`config.mk`:
```
export PLATFORM = sky130hd
export DESIGN_NAME = czstkctl
export DESIGN_NICKNAME = d
export VERILOG_FILES = /design/src/rtl/czstkctl_pkg.sv /design/src/rtl/czstkctl.sv
export SDC_FILE = /design/constraint.sdc
export NUM_CORES = 1
export LEC_CHECK = 0
export BUFFER_PORTS_ARGS = -buffer_cell sky130_fd_sc_hd__buf_2
export CAP_MARGIN = 40
export CELL_PAD_IN_SITES_DETAIL_PLACEMENT = 1
export CELL_PAD_IN_SITES_GLOBAL_PLACEMENT = 2
export CORE_MARGIN = 5
export CORE_UTILIZATION = 29
export DETAILED_ROUTE_END_ITERATION = 8
export HOLD_SLACK_MARGIN = 0.1
export PLACE_DENSITY = 0.86
export SKIP_CTS_REPAIR_TIMING = 1
export SYNTH_ARGS = -nofsm -noshare
export SYNTH_HDL_FRONTEND = slang
export SYNTH_SLANG_ARGS = --single-unit
```
`constraint.sdc`:
```
create_clock -name CLK -period 3.4 [get_ports CLK]
set_input_delay 0.51 -clock CLK [delete_from_list [all_inputs] [get_ports CLK]]
set_output_delay 0.51 -clock CLK [all_outputs]
set_load 0.01 [all_outputs]
```
`src/rtl/czstkctl_pkg.sv`:
```
// Shared definitions for the call/return stack controller: default widths and FSM state encoding.
package czstkctl_pkg;

   localparam int unsigned PcWidthDef    = 10;
   localparam int unsigned StackWidthDef = 4;

   typedef enum logic [0:0] {
      StIdle = 1'b0,
      StFill = 1'b1
   } ctlState;

endpackage

```
`src/rtl/czstkctl.sv`:
```
// Return-address stack controller: TOS held in a register, deeper entries in an external
// single-port RAM with registered read; one refill cycle follows each multi-entry pop.
module czstkctl
   import czstkctl_pkg::*;
#(
   parameter int unsigned PC_WIDTH    = PcWidthDef,
   parameter int unsigned STACK_WIDTH = StackWidthDef
) (
   input  logic                   CLK,
   input  logic                   RST,
   input  logic                   PUSH,
   input  logic                   POP,
   input  logic [PC_WIDTH-1:0]    PDI,
   input  logic                   FLUSH,
   input  logic                   ERRCLR,
   output logic [PC_WIDTH-1:0]    TOS,
   output logic                   READY,
   output logic                   EMPTY,
   output logic                   FULL,
   output logic [STACK_WIDTH:0]   DEPTH,
   output logic                   OVF,
   output logic                   UNF,
   output logic [STACK_WIDTH-1:0] SMEMA,
   output logic                   SMEMWE,
   output logic [PC_WIDTH-1:0]    SMEMDI,
   input  logic [PC_WIDTH-1:0]    SMEMDO
);

   localparam logic [STACK_WIDTH:0]   CapDepth = (STACK_WIDTH+1)'((1 << STACK_WIDTH) + 1);
   localparam logic [STACK_WIDTH:0]   OneDepth = (STACK_WIDTH+1)'(1);
   localparam logic [STACK_WIDTH-1:0] OneAddr  = STACK_WIDTH'(1);

   ctlState                 state;
   logic                    idle;
   logic                    doPush;
   logic                    doReplace;
   logic                    doPop;
   logic                    ovfSet;
   logic                    unfSet;
   logic [STACK_WIDTH:0]    depthM1;
   logic [STACK_WIDTH-1:0]  ramTop;

   assign READY   = (state == StIdle);
   assign EMPTY   = (DEPTH == '0);
   assign FULL    = (DEPTH == CapDepth);
   assign depthM1 = DEPTH - OneDepth;
   // RAM occupancy M = DEPTH-1 doubles as the next free RAM slot.
   assign ramTop  = depthM1[STACK_WIDTH-1:0];

   always_comb begin
      idle      = (state == StIdle);
      doPush    = idle & ~FLUSH & PUSH & (~POP | EMPTY);
      doReplace = idle & ~FLUSH & PUSH & POP & ~EMPTY;
      doPop     = idle & ~FLUSH & POP & ~PUSH;
      ovfSet    = doPush & FULL;
      unfSet    = doPop & EMPTY;

      SMEMWE = 1'b0;
      SMEMA  = '0;
      SMEMDI = '0;
      if (doPush && !EMPTY && !FULL) begin
         // Spill the current TOS beneath the new entry.
         SMEMWE = 1'b1;
         SMEMA  = ramTop;
         SMEMDI = TOS;
      end else if (doPop && (DEPTH > OneDepth)) begin
         SMEMA = ramTop - OneAddr;
      end
   end

   always_ff @(posedge CLK or posedge RST) begin
      if (RST) begin
         state <= StIdle;
         DEPTH <= '0;
         TOS   <= '0;
         OVF   <= 1'b0;
         UNF   <= 1'b0;
      end else begin
         OVF <= ovfSet | (OVF & ~ERRCLR);
         UNF <= unfSet | (UNF & ~ERRCLR);
         unique case (state)
            StIdle: begin
               if (FLUSH) begin
                  DEPTH <= '0;
               end else if (doPush) begin
                  if (!FULL) begin
                     TOS   <= PDI;
                     DEPTH <= DEPTH + OneDepth;
                  end
               end else if (doReplace) begin
                  TOS <= PDI;
               end else if (doPop && !EMPTY) begin
                  DEPTH <= DEPTH - OneDepth;
                  if (DEPTH > OneDepth) state <= StFill;
               end
            end
            StFill: begin
               TOS   <= SMEMDO;
               state <= StIdle;
            end
            default: state <= StIdle;
         endcase
      end
   end

endmodule

```
* Word-level counts from Yosys, hierarchy flattened
Index checks and enable logic that the tools add are counted.
** Storage, ports and cells
- Register bits :: 18
- Input bits :: 26
** Cells by class
- Bitwise gates (word level) :: 20
- Multiplexer cells :: 20
- Add/sub/neg operators :: 3
- Order comparisons :: 1
- Eq/ne operators :: 6
- Reductions and logical operators :: 10
** Operator list (count)
- $mux W10 :: 5
- $mux W5 :: 5
- $pmux W10 S2 :: 1
- $and A1 B1 Y1 :: 11
- $ne A3 B3 Y1 const B :: 3
- $mux W4 :: 2
- $mux W1 :: 6
- $not A1 Y1 :: 6
- $add A5 B1 Y5 const B :: 1
- $eq A5 B5 Y1 const B :: 1
- $gt A5 B1 Y1 const B :: 1
- $logic_not A5 Y1 :: 1
- $sub A5 B1 Y5 const B :: 1
- $logic_and A1 B1 Y1 :: 4
- $reduce_and A4 Y1 :: 1
- $sub A4 B1 Y4 const B :: 1
- $ne A3 B1 Y1 const B :: 1
- $or A1 B1 Y1 :: 3
- $reduce_and A3 Y1 :: 1
- $reduce_bool A3 Y1 :: 1
- $logic_not A1 Y1 :: 2
- $ne A2 B2 Y1 const B :: 1
- $pmux W1 S2 :: 1

* Longest topological paths before layout
Gate-level depths: netlist of the first run.
- Depth after elaboration :: 10
- Depth in mapped cells :: 9
- Gate-level depth less buffers :: 8

* Least setup slack after synthesis of the first run
OpenSTA, ideal clock, no wires.
- Kind :: reg-to-output
- Start :: register DEPTH[0]
- End :: output port SMEMDI[0]
- Cell stages (with the launch flop) :: 10
- Path slack :: 734 ps
- Data arrival time :: 2156 ps
- Buffers on the path :: 2
- Cell sequence :: dfrtp_1 > buf_2 > inv_1 > ha_1 > or4b_4 > inv_1 > or4_1 > inv_1 > buf_4 > and2_1
** Between the ends
- Longest elaborated chain between the ends :: 6
- Elaborated cells between the ends (all ways) :: 9
- Those cells by class :: 1 x eq/ne; 1 x mux; 2 x bitwise; 5 x reduce/logical
** Ends and longest elaborated chain
- start: declaration :: line czstkctl.sv:20 : output logic [STACK_WIDTH:0] DEPTH,
- start signal: assignment :: line czstkctl.sv:88 : DEPTH <= DEPTH + OneDepth;
- start signal: assignment :: line czstkctl.sv:93 : DEPTH <= DEPTH - OneDepth;
- $logic_not A5 Y1 * :: line czstkctl.sv:44 : assign EMPTY = (DEPTH == '0);
- named net EMPTY :: line czstkctl.sv:18 : output logic EMPTY,
- $or A1 B1 Y1 :: line czstkctl.sv:52 : doPush = idle & ~FLUSH & PUSH & (~POP | EMPTY);
- $and A1 B1 Y1 :: line czstkctl.sv:52
- $logic_and A1 B1 Y1 * (2 in a row) :: line czstkctl.sv:61 : if (doPush && !EMPTY && !FULL) begin
- $mux W10 * :: line czstkctl.sv:61
- end: declaration :: line czstkctl.sv:25 : output logic [PC_WIDTH-1:0] SMEMDI,
Mark *: on every way through the listed nets, which the timed path passes. The rest lies on a longest branch.

* Worst setup path after layout of the first run
- Start :: register DEPTH[1]
- End :: output port SMEMA[1]
** Between the ends
- Longest elaborated chain between the ends :: 6
- Elaborated cells between the ends (all ways) :: 14
- Those cells by class :: 2 x add/sub; 1 x order compare; 1 x eq/ne; 2 x mux; 2 x bitwise; 6 x reduce/logical
** Ends and longest elaborated chain
- parallel branches: the longest is 5 deep, another holds $sub A5 B1 Y5
- $mux W4 * :: line czstkctl.sv:61
- end: declaration :: line czstkctl.sv:23 : output logic [STACK_WIDTH-1:0] SMEMA,
Mark *: on every way between the ends.

==> implementation parameters, run 1 <==
Parameter                              Value

Status
  Outcome    finished, final reports clean

Timing
  Total negative setup slack    0 ps
  Setup violators final    0
  Period utilization    0.913
  Post-layout minimum cycle time    approximately 3100 ps
  Worst slew margin relative to its limit    0.531
  Layout Skew    around 3.3 ps
  Final hold violation count    0
  Transition at the pin with the smallest max-transition slack    around 700 ps
  RSZ-0062 raised after global routing    no
  FMAX    roughly 320 MHz
  Final-report max-slew violation count    0
  Final critical-path setup slack    a little under 300 ps
  Worst hold margin    360 ps

GRT
  Global-route wire length before repair    6.33 mm
  Antenna violations before repair    0
  Maximum number of pins on one net before global-route repair    19
  Number of global-route vias before repair    1265
  Overall routing resource usage    0.126
  Aggregate global routing overflow    0

Logic synthesis
  Yosys warning total    0
  EDFF count, synth    0
  Synthesized instance count    between 100 and 150
  Async set-reset flop share out of synthesis    1.00
  Netlist area before placement    between 0.001 and 0.0015 sq mm
  Average footprint of a synthesized cell    10.0 sq um
  Number of nets produced by synthesis    ~160
  Most used DFF post-synth    dfrtp_1
  Area share of the largest cell type after synthesis    0.338
  Largest cells by area after synthesis    dfrtp_1 (34%), mux2_2 (17%), and2_1 (4.7%), ha_1 (3.8%), inv_1 (3.1%)
  Flops & latches, synth    18
  Number of distinct standard cells referenced by the synthesized netlist    44
  Proportion of synthesized chip area in sequential cells    0.338
  Largest area contributor in the netlist    dfrtp_1

Setup path
  Most frequent CP cell    inv_1
  Internal reg-to-reg setup slack    between 900 and 1000 ps
  Required time of the worst setup path    2890 ps
  CP delay by family, top    simple AND/OR/NAND/NOR gates
  Endpoint arrival time on the critical path    roughly 2600 ps
  CP Cell Sequence    inv_1 -> ha_1 -> and4bb_2 -> or4_1 -> inv_1 -> nor2_1 -> o22ai_1 -> buf_2
  Reg-to-reg startpoint    DEPTH[0]
  CP bufs+invs    3
  Worst reg-to-reg path cell count    7
  Launching element type of the critical path    flip-flop
  Largest stage delay on the critical path    550 ps
  Slowest cell on crit path    or4_1
  Endpoint of the lowest-slack register-to-register path    TOS[2]
  Crit path capture type    output port
  Highest fanout seen on the critical path    13
  Category of the most critical setup path    flip-flop to output port

Route
  Post-detailed-route via-to-cell ratio    ~5.0
  Post-detailed-routing wire length    between 3 and 4 mm
  Detailed-router iteration count before antenna repair    3
  Final ANT Viol Nets    0
  Count of unresolved DRC violations after routing    0
  Post-detailed-route wirelength per cell    16.2 microns
  Initial drt markers    28
  Total vias in the final route    ~1200

Layout
  Commonest cells after routing, fill and taps aside    buf_2 (60), mux2_2 (20), dfrtp_1 (17), inv_1 (11), and2_1 (10)
  Number of nets in the finished design    between 200 and 250
  Most common cell after layout, fill and taps aside    buf_2
  Count of antenna diodes in the layout    0
  Synth-to-layout area growth    29.3%
  Ratio of cells with drive above 1 in the final layout    0.503

Power and ir drop
  IR Drop Worst-Case VDD    between 0.2 and 0.3 mV
  Overall power after layout    1.40 mW
  Pleak    ~0.86 nW
  Ratio of total power to cell area    813 mW/mm^2
  Switching part of the total power    0.438
  Share of total power in combinational logic    0.573
  Clock group share of total power    0.125
  Cell internal power dissipation    around 790 uW
  Net Switching    just over 600 uW
  Sequential share of power    0.302

Clock tree
  Clock tree from TritonCTS    built
  Worst-skew pair later-pin latency    250 ps
  Clock tree root buffer cell    clkbuf_8
  CTS Buffer Depth    2
  H-Tree Level Count    1
  Register clock-pin slew on the reported worst setup and hold paths    ~70 ps
  Sinks on the clock net    18
  Total clock buffers created by CTS    3

Placement
  Pre-CTS setup slack    around 430 ps
  Weighted congestion at the end of routability-driven global placement    0.766
  IO buf count    60
  HPWL after detailed placement    around 3.2 mm

Die
  Row cnt    24
  I/O pin cnt    slightly above 60
  Placeable core region    between 0.004 and 0.005 sq mm
  DIE HEIGHT    a little under 80 microns
  Die Width    roughly 78 microns
  Die Footprint    ~0.0061 sq mm
  Effective utilization at floorplan    0.302

Run
  Total of max-cap violations    0

Worst hold path
  Worst min path class    input port to asynchronous set/reset pin
[routing by layer]
metal / vias to the layer above / track usage / share of wire
li1: 598 / - / -
met1: 595 / 0.152 / 0.42
met5: - / 0 / 0
met3: 4 / 0.0231 / 0.035
met4: 0 / 0.0309 / 0.013
met2: 19 / 0.230 / 0.53
[cell type report]
class | count | area, sq um
clock buffer | 4 | 55.1
fill | 550 | 2690
inverter | 11 | 41.3
multi-input combinational | 96 | 795
sequential | 18 | 452
tap | 52 | 65.1
timing repair buffer | 62 | 315
[power by group through the flow]
stage                     Combinational (mW)  Clock (mW)  Sequential (mW)
after CTS                              0.819       0.182            0.424
final                                  0.802       0.175            0.423
after detailed placement               0.816           0            0.428
after global routing                   0.883       0.191            0.444
after floorplan                        0.556           0            0.414
after global placement                 0.802           0            0.421
[synthesized netlist by cell type (all sizes together), types with 2 or more instances]
library cell	instances
mux2	20
dfrtp	18
inv	11
and2	10
nand2	8
nor2	8
buf	7
a21oi	5
ha	4
mux2i	4
a211o	3
o22ai	3
or4b	3
a31oi	2
nand2b	2
o2bb2ai	2
o41ai	2
or4	2
xnor2	2
[sequential cells by signal, summed over array words and instances (netlist names)]
register,count
TOS,10
UNF,1
state,1
OVF,1
DEPTH,5
[worst register-to-register path, stage by stage, from the launching register on]
cell and delay, ps:
dfrtp_2 500, inv_1 150, ha_1 180, or4b_4 500
nand2_1 130, nand2_2 90, a31oi_4 390, mux2_2 390
[worst max-delay path by stage]
| stage | startpoint | to | slack [ps] | cells after the start |
|---|---|---|---|---|
| 6_report | DEPTH[1] | SMEMA[1] | 300 | 8 |
| 5_1_grt | DEPTH[1] | SMEMA[1] | 70 | 8 |
| 4_1_cts | DEPTH[0] | SMEMA[1] | 140 | 9 |
| 3_5_place_dp | DEPTH[0] | SMEMA[1] | 430 | 9 |
| 3_3_place_gp | DEPTH[0] | SMEMA[1] | 490 | 9 |
| 2_1_floorplan | DEPTH[0] | SMEMDI[0] | 730 | 9 |
[through the flow]
stage | util | cells | area, sq um
after detailed placement | 0.378 | 239 | 1670
after CTS | 0.390 | 243 | 1720
after global routing | 0.390 | 243 | 1720
after floorplan | - | 133 | 1330
final | 0.390 | 243 | 1720
after global placement | 0.378 | 239 | 1670
[cells by family after synthesis]
group | synth area share
compound gates | 0.156
flops | 0.338
simple gates | 0.184
fa+ha+maj | 0.0376
mux | 0.199
xor+xnor | 0.0197
buf+inv | 0.0657
Power figures use the tool's default switching activity.
==> inputs of run 2 (changes only) <==
- CELL_PAD_IN_SITES_DETAIL_PLACEMENT: 1 -> not set
- CELL_PAD_IN_SITES_GLOBAL_PLACEMENT: 2 -> not set
- CORE_UTILIZATION: 29 -> 50
==> implementation parameters, run 2 (synthesized netlist as in run 1, its figures left out) <==
Parameter                              Value

Status
  Outcome    finished, final reports clean (unchanged)

Timing
  Final hold violation count    0 (unchanged)
  Layout Skew    2.92 ps (was 3.31 ps)
  Total negative setup slack    0 ps (unchanged)
  Post-layout minimum cycle time    3220 ps (was 3100 ps)
  Worst slew margin relative to its limit    0.541 (was 0.531)
  FMAX    310 MHz (was 322 MHz)
  Transition at the pin with the smallest max-transition slack    688 ps (was 703 ps)
  Period utilization    0.948 (was 0.913)
  Setup violators final    0 (unchanged)
  Worst hold margin    307 ps (was 360 ps)
  RSZ-0062 raised after global routing    no (unchanged)
  Final-report max-slew violation count    0 (unchanged)
  Final critical-path setup slack    175 ps (was 296 ps)

Clock tree
  Worst-skew pair later-pin latency    290 ps (was 250 ps)
  Sinks on the clock net    18 (unchanged)
  Register clock-pin slew on the reported worst setup and hold paths    100 ps (was 70 ps)
  Total clock buffers created by CTS    3 (unchanged)
  H-Tree Level Count    1 (unchanged)
  Clock tree from TritonCTS    built (unchanged)
  CTS Buffer Depth    2 (unchanged)
  Clock tree root buffer cell    clkbuf_4 (was clkbuf_8)

Setup path
  Required time of the worst setup path    2890 ps (about the same)
  Most frequent CP cell    inv_1 (unchanged)
  Highest fanout seen on the critical path    13 (unchanged)
  Endpoint arrival time on the critical path    2710 ps (was 2590 ps)
  Slowest cell on crit path    or4_1 (unchanged)
  Largest stage delay on the critical path    570 ps (was 550 ps)
  CP Cell Sequence    inv_1 -> ha_1 -> and4bb_2 -> or4_1 -> inv_1 -> nor2_1 -> o22ai_1 -> buf_2 (unchanged)
  Launching element type of the critical path    flip-flop (unchanged)
  Crit path capture type    output port (unchanged)
  Category of the most critical setup path    flip-flop to output port (unchanged)

GRT
  Global-route wire length before repair    5.33 mm (was 6.33 mm)
  Overall routing resource usage    0.190 (was 0.126)
  Maximum number of pins on one net before global-route repair    19 (unchanged)
  Number of global-route vias before repair    1219 (was 1265)
  Aggregate global routing overflow    0 (unchanged)
  Antenna violations before repair    0 (unchanged)

Layout
  Most common cell after layout, fill and taps aside    buf_2 (unchanged)
  Count of filler cells inserted in the layout    205 (was 550)
  Count of antenna diodes in the layout    0 (unchanged)
  Synth-to-layout area growth    25.5% (was 29.3%)
  Utilization of the core after routing    0.663 (was 0.390)
  Largest registers ranked by flip-flop count    TOS: 10 flops, DEPTH: 5 flops (unchanged)
  Number of nets in the finished design    222 (unchanged)
  Flip-flop count of the largest register, all copies and words added    10 (unchanged)
  Ratio of cells with drive above 1 in the final layout    0.497 (was 0.503)
  Register with the most flip-flops    TOS (unchanged)
  Commonest cells after routing, fill and taps aside    buf_2 (60), mux2_2 (20), dfrtp_1 (17), inv_1 (11), and2_1 (10) (unchanged)

Power and ir drop
  Pleak    0.853 nW (was 0.864 nW)
  Ratio of total power to cell area    804 mW/mm^2 (was 813 mW/mm^2)
  Overall power after layout    1.35 mW (was 1.40 mW)
  IR Drop Worst-Case VDD    0.530 mV (was 0.273 mV)

Route
  Post-detailed-route wirelength per cell    15.8 microns (was 16.2 microns)
  Final ANT Viol Nets    0 (unchanged)
  Post-detailed-route via-to-cell ratio    5.68 (was 5.00)
  Wl on met1    1.38 mm (was 1.65 mm)
  Initial drt markers    36 (was 28)
  Met3 wire length    214 microns (was 137 microns)
  Detailed-router iteration count before antenna repair    4 (was 3)
  Top layer in use    met4 (unchanged)
  Count of unresolved DRC violations after routing    0 (unchanged)
  Post-detailed-routing wire length    3.49 mm (was 3.94 mm)
  Wire length on met2    1.84 mm (was 2.10 mm)
  Total vias in the final route    1255 (was 1216)

Placement
  IO buf count    60 (unchanged)
  HPWL after detailed placement    2.72 mm (was 3.21 mm)
  Weighted congestion at the end of routability-driven global placement    0.881 (was 0.766)
  Pre-CTS setup slack    411 ps (was 428 ps)

Die
  Placeable core region    0.00252 sq mm (was 0.00441 sq mm)
  Die Width    61.6 microns (was 77.8 microns)
  Row cnt    18 (was 24)
  I/O pin cnt    61 (unchanged)
  Die Footprint    0.00380 sq mm (was 0.00605 sq mm)
  Effective utilization at floorplan    0.528 (was 0.302)
  DIE HEIGHT    61.6 microns (was 77.8 microns)

Worst hold path
  Worst min path class    input port to asynchronous set/reset pin (unchanged)

Run
  Total of max-cap violations    0 (unchanged)
==> run 2: changes by cell type in the layout (fill, tap and decap cells not counted) <==
cell and change:
clkbuf_4 +3, clkbuf_8 -3, buf_1 +1, buf_4 -1
==> run 2: final timing paths <==
| check | startpoint | endpoint | slack [ps] | depth (start not counted) |
|---|---|---|---|---|
| setup reg to reg | DEPTH[0] | TOS[5] | 950 | 7 |
| hold / removal | RST | UNF | 310 | 2 |
| min in group CLK | ERRCLR | OVF | 490 | 3 |
| setup / recovery | DEPTH[1] | SMEMA[2] | 180 | 8 |
| hold reg to reg | OVF | OVF | 510 | 1 |
| max in group asynchronous | RST | DEPTH[0] | 2620 | 2 |
==> run 2: layout make-up <==
class,instances,area (sq um),area share
multi-input cells,96,795,0.475
clock buffers,4,36.3,0.0217
flip-flops and latches,18,452,0.270
inverters,11,41.3,0.0247
repair buffers,62,312,0.186
well taps,30,37.5,0.0224
==> run 2: through the flow <==
step,instance area (sq um),std cells
3_5_place_dp,1640,217
6_report,1670,221
3_3_place_gp,1630,216
4_1_cts,1670,221
2_1_floorplan,1330,133
5_1_grt,1670,221
==> run 2: critical path, delay by kind of cell (launching register included) <==
kind | cells | cell delay, ps
compound gates | 1 | 150
fa+ha+maj | 1 | 250
flops | 1 | 490
simple gates | 3 | 960
buf+inv | 3 | 570
==> run 2: metal layers <==
metal / global-route usage / vias to the layer above
li1: - / 598
met1: 0.218 / 609
met2: 0.341 / 41
met3: 0.0482 / 7
met4: 0.0667 / 0
met5: 0 / -
==> run 2: report_power, final <==
| part | leakage [nW] | total [mW] | switching, mW | internal (mW) |
|---|---|---|---|---|
| combinational | 0.610 | 0.792 | 0.415 | 0.377 |
| sequential | 0.223 | 0.423 | 0.118 | 0.304 |
| clock | 0.0210 | 0.131 | 0.0658 | 0.0653 |
| total | 0.853 | 1.35 | 0.599 | 0.747 |
